--- src/rtl/mc_request_queue_if.sv ---
// rtl/mc_request_queue_if.sv - parser-side and scheduler-side signal bundle for mc_request_queue
interface mc_request_queue_if #(
  parameter int DEPTH  = 16,
  parameter int TIME_W = 12,
  parameter int CMD_W  = 12,
  parameter int ADDR_W = 36
);
  localparam int CNT_W = $clog2(DEPTH) + 1;

  logic                            data_rdy;
  logic [TIME_W+CMD_W+ADDR_W-1:0]  data_read;
  logic                            data_req;
  logic                            shutdown;
  logic                            out_valid;
  logic                            out_ready;
  logic [1:0]                      out_cmd;
  logic [15:0]                     out_row;
  logic [1:0]                      out_bg;
  logic [1:0]                      out_bank;
  logic [10:0]                     out_col;
  logic [TIME_W-1:0]               out_time;
  logic [CNT_W-1:0]                count;
  logic                            full;
  logic                            empty;
  logic                            err_cmd;
  logic                            overflow;
  logic                            drained;

  modport master (
    output data_rdy, data_read, shutdown, out_ready,
    input  data_req, out_valid, out_cmd, out_row, out_bg, out_bank, out_col, out_time,
    input  count, full, empty, err_cmd, overflow, drained
  );

  modport slave (
    input  data_rdy, data_read, shutdown, out_ready,
    output data_req, out_valid, out_cmd, out_row, out_bg, out_bank, out_col, out_time,
    output count, full, empty, err_cmd, overflow, drained
  );
endinterface

--- src/rtl/mc_request_queue.sv ---
// rtl/mc_request_queue.sv - time-gated trace request FIFO with DDR4 address decode
module mc_request_queue #(
  parameter int DEPTH   = 16,
  parameter int TIME_W  = 12,
  parameter int CMD_W   = 12,
  parameter int ADDR_W  = 36,
  parameter int CYCLE_W = 64
) (
  input  logic               clock,
  input  logic               reset,
  input  logic [CYCLE_W-1:0] cycle,
  mc_request_queue_if.slave  bus
);
  localparam int PTR_W = $clog2(DEPTH);
  localparam int CNT_W = PTR_W + 1;
  // Only addr[33:3] is kept; the top two bits and the byte select never leave the queue.
  localparam int KEEP_W = 31;
  localparam int ENT_W  = TIME_W + 2 + KEEP_W;

  logic [ENT_W-1:0]  mem [DEPTH];
  logic [PTR_W-1:0]  head;
  logic [PTR_W-1:0]  tail;
  logic [CNT_W-1:0]  count_r;
  logic [CNT_W-1:0]  count_next;
  logic              data_req_r;
  logic              err_r;
  logic              ovf_r;
  logic              drained_r;
  logic              shut_seen;

  logic              full_w;
  logic              empty_w;
  logic              cmd_ok;
  logic              enq;
  logic              deq;
  logic              valid_w;

  logic [ENT_W-1:0]  head_ent;
  logic [TIME_W-1:0] head_time;
  logic [1:0]        head_cmd;
  logic [KEEP_W-1:0] head_addr;

  logic [TIME_W-1:0] in_time;
  logic [CMD_W-1:0]  in_cmd;
  logic [KEEP_W-1:0] in_addr;

  assign in_time = bus.data_read[TIME_W+CMD_W+ADDR_W-1 -: TIME_W];
  assign in_cmd  = bus.data_read[CMD_W+ADDR_W-1 -: CMD_W];
  assign in_addr = bus.data_read[33:3];

  assign full_w  = (count_r == CNT_W'(DEPTH));
  assign empty_w = (count_r == '0);
  assign cmd_ok  = (in_cmd <= CMD_W'(2));

  assign head_ent  = mem[head];
  assign head_time = head_ent[ENT_W-1 -: TIME_W];
  assign head_cmd  = head_ent[KEEP_W+1 -: 2];
  assign head_addr = head_ent[KEEP_W-1:0];

  assign valid_w = !empty_w && (cycle >= {{(CYCLE_W-TIME_W){1'b0}}, head_time});
  assign deq     = valid_w && bus.out_ready;
  // A full queue still accepts a word when the head leaves on the same edge.
  assign enq     = bus.data_rdy && cmd_ok && (!full_w || deq);

  assign count_next = count_r + {{(CNT_W-1){1'b0}}, enq} - {{(CNT_W-1){1'b0}}, deq};

  always_ff @(posedge clock) begin
    if (enq) begin
      mem[tail] <= {in_time, in_cmd[1:0], in_addr};
    end
  end

  always_ff @(posedge clock) begin
    if (reset) begin
      head       <= '0;
      tail       <= '0;
      count_r    <= '0;
      data_req_r <= 1'b0;
      err_r      <= 1'b0;
      ovf_r      <= 1'b0;
      drained_r  <= 1'b0;
      shut_seen  <= 1'b0;
    end else begin
      if (enq) tail <= tail + PTR_W'(1);
      if (deq) head <= head + PTR_W'(1);
      count_r    <= count_next;
      data_req_r <= (count_next <= CNT_W'(DEPTH-2)) && !bus.shutdown;
      err_r      <= bus.data_rdy && !cmd_ok;
      ovf_r      <= bus.data_rdy && cmd_ok && full_w && !deq;
      shut_seen  <= shut_seen || bus.shutdown;
      drained_r  <= (shut_seen || bus.shutdown) && empty_w;
    end
  end

  // head_addr holds addr[33:3], so addr[n] sits at head_addr[n-3].
  always_comb begin
    bus.out_cmd  = '0;
    bus.out_row  = '0;
    bus.out_bg   = '0;
    bus.out_bank = '0;
    bus.out_col  = '0;
    bus.out_time = '0;
    if (!empty_w) begin
      bus.out_cmd  = head_cmd;
      bus.out_row  = head_addr[30:15];
      bus.out_bank = head_addr[6:5];
      bus.out_bg   = head_addr[4:3];
      bus.out_col  = {head_addr[14:7], head_addr[2:0]};
      bus.out_time = head_time;
    end
  end

  assign bus.out_valid = valid_w;
  assign bus.data_req  = data_req_r;
  assign bus.count     = count_r;
  assign bus.full      = full_w;
  assign bus.empty     = empty_w;
  assign bus.err_cmd   = err_r;
  assign bus.overflow  = ovf_r;
  assign bus.drained   = drained_r;
endmodule
--- src/flat_wrapper.sv ---
// flat-port wrapper written by rule: the top's interface ports become plain ports
module mc_request_queue_flat 
#(
  parameter int DEPTH   = 16,
  parameter int TIME_W  = 12,
  parameter int CMD_W   = 12,
  parameter int ADDR_W  = 36,
  parameter int CYCLE_W = 64
)
  (clock, reset, cycle, bus_data_rdy, bus_data_read, bus_shutdown, bus_out_ready, bus_data_req, bus_out_valid, bus_out_cmd, bus_out_row, bus_out_bg, bus_out_bank, bus_out_col, bus_out_time, bus_count, bus_full, bus_empty, bus_err_cmd, bus_overflow, bus_drained);
  mc_request_queue_if #(.DEPTH(DEPTH), .TIME_W(TIME_W), .CMD_W(CMD_W), .ADDR_W(ADDR_W)) bus_i ();
  input  logic clock;
  input  logic reset;
  input  logic [CYCLE_W-1:0] cycle;
  input wire logic [$bits(bus_i.data_rdy)-1:0] bus_data_rdy;
  input wire logic [$bits(bus_i.data_read)-1:0] bus_data_read;
  input wire logic [$bits(bus_i.shutdown)-1:0] bus_shutdown;
  input wire logic [$bits(bus_i.out_ready)-1:0] bus_out_ready;
  output wire logic [$bits(bus_i.data_req)-1:0] bus_data_req;
  output wire logic [$bits(bus_i.out_valid)-1:0] bus_out_valid;
  output wire logic [$bits(bus_i.out_cmd)-1:0] bus_out_cmd;
  output wire logic [$bits(bus_i.out_row)-1:0] bus_out_row;
  output wire logic [$bits(bus_i.out_bg)-1:0] bus_out_bg;
  output wire logic [$bits(bus_i.out_bank)-1:0] bus_out_bank;
  output wire logic [$bits(bus_i.out_col)-1:0] bus_out_col;
  output wire logic [$bits(bus_i.out_time)-1:0] bus_out_time;
  output wire logic [$bits(bus_i.count)-1:0] bus_count;
  output wire logic [$bits(bus_i.full)-1:0] bus_full;
  output wire logic [$bits(bus_i.empty)-1:0] bus_empty;
  output wire logic [$bits(bus_i.err_cmd)-1:0] bus_err_cmd;
  output wire logic [$bits(bus_i.overflow)-1:0] bus_overflow;
  output wire logic [$bits(bus_i.drained)-1:0] bus_drained;
  assign bus_i.data_rdy = bus_data_rdy;
  assign bus_i.data_read = bus_data_read;
  assign bus_i.shutdown = bus_shutdown;
  assign bus_i.out_ready = bus_out_ready;
  assign bus_data_req = bus_i.data_req;
  assign bus_out_valid = bus_i.out_valid;
  assign bus_out_cmd = bus_i.out_cmd;
  assign bus_out_row = bus_i.out_row;
  assign bus_out_bg = bus_i.out_bg;
  assign bus_out_bank = bus_i.out_bank;
  assign bus_out_col = bus_i.out_col;
  assign bus_out_time = bus_i.out_time;
  assign bus_count = bus_i.count;
  assign bus_full = bus_i.full;
  assign bus_empty = bus_i.empty;
  assign bus_err_cmd = bus_i.err_cmd;
  assign bus_overflow = bus_i.overflow;
  assign bus_drained = bus_i.drained;
  mc_request_queue #(.DEPTH(DEPTH), .TIME_W(TIME_W), .CMD_W(CMD_W), .ADDR_W(ADDR_W), .CYCLE_W(CYCLE_W)) u_core (.clock(clock), .reset(reset), .cycle(cycle), .bus(bus_i));
endmodule
--- config.mk ---
export PLATFORM = sky130hd
export DESIGN_NAME = mc_request_queue_flat
export DESIGN_NICKNAME = d
export VERILOG_FILES = /design/src/rtl/mc_request_queue_if.sv /design/src/rtl/mc_request_queue.sv /design/src/flat_wrapper.sv
export SDC_FILE = /design/constraint.sdc
export NUM_CORES = 1
export LEC_CHECK = 0
export ABC_CLOCK_PERIOD_IN_PS = 7750
export BUFFER_PORTS_ARGS = -buffer_cell sky130_fd_sc_hd__buf_4
export CORE_MARGIN = 10
export CORE_UTILIZATION = 54
export DETAILED_ROUTE_END_ITERATION = 7
export HOLD_SLACK_MARGIN = 0.03
export PLACE_DENSITY = 0.75
export SYNTH_ARGS = -nofsm -noshare
export SYNTH_HDL_FRONTEND = slang
export SYNTH_SLANG_ARGS = --single-unit
--- constraint.sdc ---
create_clock -name clock -period 7.75 [get_ports clock]
set_clock_uncertainty 0.15 [all_clocks]
set_input_delay 1.55 -clock clock [delete_from_list [all_inputs] [get_ports clock]]
set_output_delay 1.55 -clock clock [all_outputs]
set_load 0.01 [all_outputs]
# --- After elaboration in Yosys (flattened, before gate mapping) ---
# Memory sizes are Yosys's and may differ from the RTL's. A register that Yosys moved wholly into a read port is not among the register bits.
# Index checks and enable logic that the tools add are counted.
word_totals:
  elab_cells: 44
  output_inout_bits: 57
  n_memories: 1
  ram_bits: 720
  ff_bits: 18
mem_list:
  columns: ["name", "depth", "width", "rd", "rd_clocked_by_memory_dff", "wr", "line_no", "text"]
  rows:
  - ["u_core.mem", 16, 45, 1, 1, 1, "mc_request_queue.sv:20", "logic [ENT_W-1:0] mem [DEPTH];"]
classes:
  order_cmp: 3
  reduce_logical: 17
  eq_ne: 1
  addsub: 4
  muxes: 10
ops:
  columns: ["cell", "count"]
  rows:
  - ["$ge A64 B12 Y1", 1]
  - ["$mux W16", 1]
  - ["$le A12 B2 Y1 const B", 1]
  - ["$mux W12", 1]
  - ["$mux W11", 1]
  - ["$logic_and A1 B1 Y1", 9]
  - ["$add A4 B1 Y4 const B", 2]
  - ["$mux W4", 2]
  - ["$mux W2", 3]
  - ["$add A5 B1 Y5", 1]
  - ["$eq A5 B5 Y1 const B", 1]
  - ["$le A5 B4 Y1 const B", 1]
  - ["$logic_not A1 Y1", 5]
  - ["$logic_not A5 Y1", 1]
  - ["$sub A5 B1 Y5", 1]
  - ["$logic_or A1 B1 Y1", 2]
  - ["$mux W1", 2]

# --- Logic depth before layout (Yosys ltp) ---
depth:
  depth_word: 10
  depth_mapped: 21

# --- Least setup slack after synthesis ---
# OpenSTA, ideal clock, no wires.
synth_path:
  path_kind: "flip-flop to flip-flop"
  start: "register (tool-made name)"
  end: "memory u_core.mem[3][0] in the netlist's numbering (enable)"
  path_stages_with_launch: 13
  arrival_time_ns: 7.681
  period_less_slack_ns: 8.392
  path_buffers: 3
  path_slack_ns: -0.642
  cell_sequence: "dfxtp_1 -> buf_2 -> buf_2 -> buf_1 -> mux4_2 -> mux4_2 -> inv_2 -> ha_1 -> a21oi_1 -> a2111oi_4 -> nand3_2 -> a21oi_4 -> nor4bb_1"
synth_rtl:
  columns: ["element", "line_no"]
  rows:
  - ["end, declared", "mc_request_queue.sv:20"]

==> metrics.md <==
| Metric | Value |
|---|---|
| Status | completed |
| Crit path depth | 10 |
| Number of buffers created by CTS | 75 |
| H-tree depth | 3 |
| Top FF cell, synth | edfxtp_1 |
| Initial core utilization | 54.8% |
| Drt pass-1 iters | 5 |
| Synth warn | 0 |
| Peak supply drop | about 0.00023 V |
| Hold_ws | 323 ps |
| Global Route Usage Sum | about a fifth |
| WL final | approximately 64 mm |
| Crit path max fanout | 47 |
| Hold Vio Cnt, Final | 0 |
| DP Worst Slack | 1780 ps |
| Most used cell, CP | mux4_2 |
| CP required | 6050 ps |
| Width of the die | between 200 and 300 um |
| Hold buffers post-CTS | 0 |
| Leakage power | 10.7 nW |
| CP Data Arrival Time | ~4500 ps |
| Worst-margin pin slew | 1100 ps |
| Setup Viol. Count Final | 0 |
| Routed met2 length | 30.8 mm |
| Seq/Total Area, Yosys | 76.3% |
| Drt via density | 6.24 |
| I/O pins | 186 |
| Syn Area/Cell | 23.4 um2 |
| CP Capture Point | bus_out_valid |
| Met1 WL | approximately 26 mm |
| Synthesized cell area | around 29,000 um2 |
| First-pass GRT wire length | 94.2 mm |
| Vias in the first global route | 14,113 |
| Critical path's slowest cell | dfxtp_4 |
| EDFF count, synth | between 700 and 800 |
| Initial antenna violation count | 3 |
| IO Port Bufs | 180 |
| DR iter-0 viols | 1,444 |
| Die H | 251 um |
| Dominant cell type by area after synthesis | edfxtp_1 |
| Buf/Inv on CP | 2 |
| CP Launch Type | register |
| Full die area | between 60,000 and 70,000 um2 |
| CTS tree | yes |
| Met3 WL | 5.80 mm |
| R2R depth | 11 |
| Top Layer Used | met5 |
| DRC viols | 0 |
| Fillers | around 3,500 |
| Clock insertion delay at the later pin of the skew report | ~600 ps |
| Clock Pin Slew Worst Setup and Hold Paths | 60 ps |
| Worst Slack Setup Final | 1540 ps |
| Largest net degree at the start of global routing | 64 |
| Cts repair resizes | 0 |
| Max Cap Viol | 0 |
| Post-DP HPWL | around 34 mm |
| Pwr/cell area | 293 nW/um2 |
| Sink Count | roughly 740 |
| Post-synth net total | 1,389 |
| Share of cells above drive strength 1 | 38.4% |
| Async SR Flop Fraction | 0% |
| Hold Path Class | register to register |
| Max Slew Vio Count | 0 |
| Gr ovfl total | 0 |
| Critical Path Sink Type | primary output |
| Post-layout net count | 1,618 |
| Post-synth top area share | 74.8% |
| Clock Tree Root | clkbuf_16 |
| TNS Setup | 0 ps |
| Global placement routability congestion | 0.789 |
| Min cycle time layout | 6210 ps |
| Row count | 84 |
| Fmax | 161 MHz |
| Crit-path cells | mux4_2 > mux4_2 > inv_2 > ha_1 > a211oi_1 > o211ai_1 > or4_4 > a21oi_4 > nor2_1 > buf_4 |
| R2r setup slk | about 1900 ps |
| Yosys cell types | 51 |
| Largest delay contributor family on the critical path | multiplexers |
| Crit-path max cell delay | ~1000 ps |
| Final period util | 80.2% |
| Register bit count reported by yosys | 742 |
| WL/cell | 28.8 um |
| Type of the worst setup path | register to primary output |
| Power Total | a little under 0.01 W |
| Top post-synthesis cells by area | edfxtp_1 (75%), mux4_2 (18%), dfxtp_1 (1.5%) |
| Setup bufs post-CTS | 0 |
| Slew HR | 27.0% |
| CTS max path bufs | 3 |
| Core footprint | roughly 53,000 um2 |
| FF-to-FF End | u_core.mem[10][1]$_DFFE_PP_ |
| Post-synthesis cell count | 1,236 |
| RSZ-0062 raised after global routing | false |
| Vias | between 10,000 and 15,000 |
| Antenna viol nets, final | 0 |
| Area Overhead vs Synth | 16.0% |
==> cells in the mapped netlist (all sizes together) (4+ instances only) <==
cell type    n
a21oi       10
nor3         4
dfxtp       22
and4         4
and4b        8
nand2b       5
clkbuf      36
edfxtp     720
or4          4
ha          23
nor2b       40
nor4        13
mux2         5
nor2        24
mux4       225
nand2        8
buf         26
inv         20
==> kinds of logic after synthesis <==
group           after synthesis  synth area share, %
fa+ha+maj                    24                 1.06
flops                       742                 76.3
compound gates               25                0.735
mux                         232                 17.8
simple gates                127                 2.88
buf+inv                      82                 1.12
xor+xnor                      4                0.121
==> per-stage QoR <==
stage	utilization [%]	cell area, um2	cells
after global routing	63.6	33500	2208
after floorplan	-	28900	1236
after detailed placement	59.2	31300	2076
final	63.6	33500	2209
after CTS	63.6	33500	2207
after global placement	59.2	31300	2076
==> sequential cells by signal, summed over array words and instances, names as in the netlist, named ones only <==
| name | flops |
|---|---|
| u_core.bus.drained | 1 |
| u_core.bus.err_cmd | 1 |
| u_core.mem | 720 |
| u_core.shut_seen | 1 |
| u_core.head | 4 |
| u_core.bus.overflow | 1 |
| u_core.bus.data_req | 1 |
| u_core.bus.count | 5 |
| u_core.tail | 4 |
==> power breakdown <==
part / leakage (nW) / switching, W / internal, W / total [W]
sequential: 6.65 / 0.000111 / 0.00442 / 0.00453
clock: 1.11 / 0.00144 / 0.00195 / 0.00339
combinational: 2.92 / 0.000885 / 0.00103 / 0.00192
total: 10.7 / 0.00243 / 0.00740 / 0.00984
==> how the worst min path moves through the flow <==
stage	start	end	cells after the start
finish	u_core.shut_seen$_SDFF_PP0_	u_core.shut_seen$_SDFF_PP0_	2
global route	u_core.shut_seen$_SDFF_PP0_	u_core.shut_seen$_SDFF_PP0_	2
CTS	u_core.shut_seen$_SDFF_PP0_	u_core.shut_seen$_SDFF_PP0_	2
detailed placement	u_core.shut_seen$_SDFF_PP0_	u_core.shut_seen$_SDFF_PP0_	2
global placement	u_core.shut_seen$_SDFF_PP0_	u_core.shut_seen$_SDFF_PP0_	2
floorplan	u_core.shut_seen$_SDFF_PP0_	u_core.shut_seen$_SDFF_PP0_	2
==> routing by layer <==
layer | global-route usage (%) | vias up
met5 | 0 | -
met4 | 5.63 | 4
met2 | 31.7 | 684
met1 | 28.2 | 7269
li1 | - | 5733
met3 | 4.99 | 90
==> worst register-to-register path: stages (launching register included) <==
cell	delay, ps
dfxtp_4	980
buf_4	450
mux4_2	560
mux4_2	520
inv_2	80
ha_1	160
o211ai_1	120
a2111oi_4	470
nand3_2	220
a21oi_4	450
and4b_2	610
buf_4	670
==> area by class of cell <==
class / count / area, um2 / share of cell area [%]
well taps: 688 / 861 / 2.57
clock buffers: 94 / 1990 / 5.94
flip-flops and latches: 742 / 22100 / 65.8
repair buffers: 214 / 1640 / 4.90
inverters: 20 / 75.1 / 0.224
diodes: 2 / 5.00 / 0.0149
clock inverters: 37 / 290 / 0.866
multi-input cells: 412 / 6600 / 19.7
==> placed cells by master (no fill, tap or decap), drive strengths merged, types with 2 or more instances in the layout <==
master,synthesis,final
nand2,8,8
and4bb,2,2
mux4,225,225
a2111oi,2,2
mux2i,2,2
a21o,2,2
and2,2,2
or4,4,4
nand3,2,2
edfxtp,720,720
nand2b,5,5
mux2,5,5
and4,4,4
nor3,4,4
a211oi,3,3
nor4bb,2,2
a21oi,10,10
clkinv,0,27
nor4,13,13
and4b,8,8
nor2b,40,40
o211ai,2,2
xnor2,3,3
diode,0,2
nand4,3,3
clkbuf,36,94
inv,20,23
buf,26,214
o21ai,2,2
nor3b,2,2
dfxtp,22,22
and3,2,2
o31ai,2,2
ha,23,23
bufinv,0,4
nor2,24,24
clkinvlp,0,3
Power figures use the tool's default switching activity.
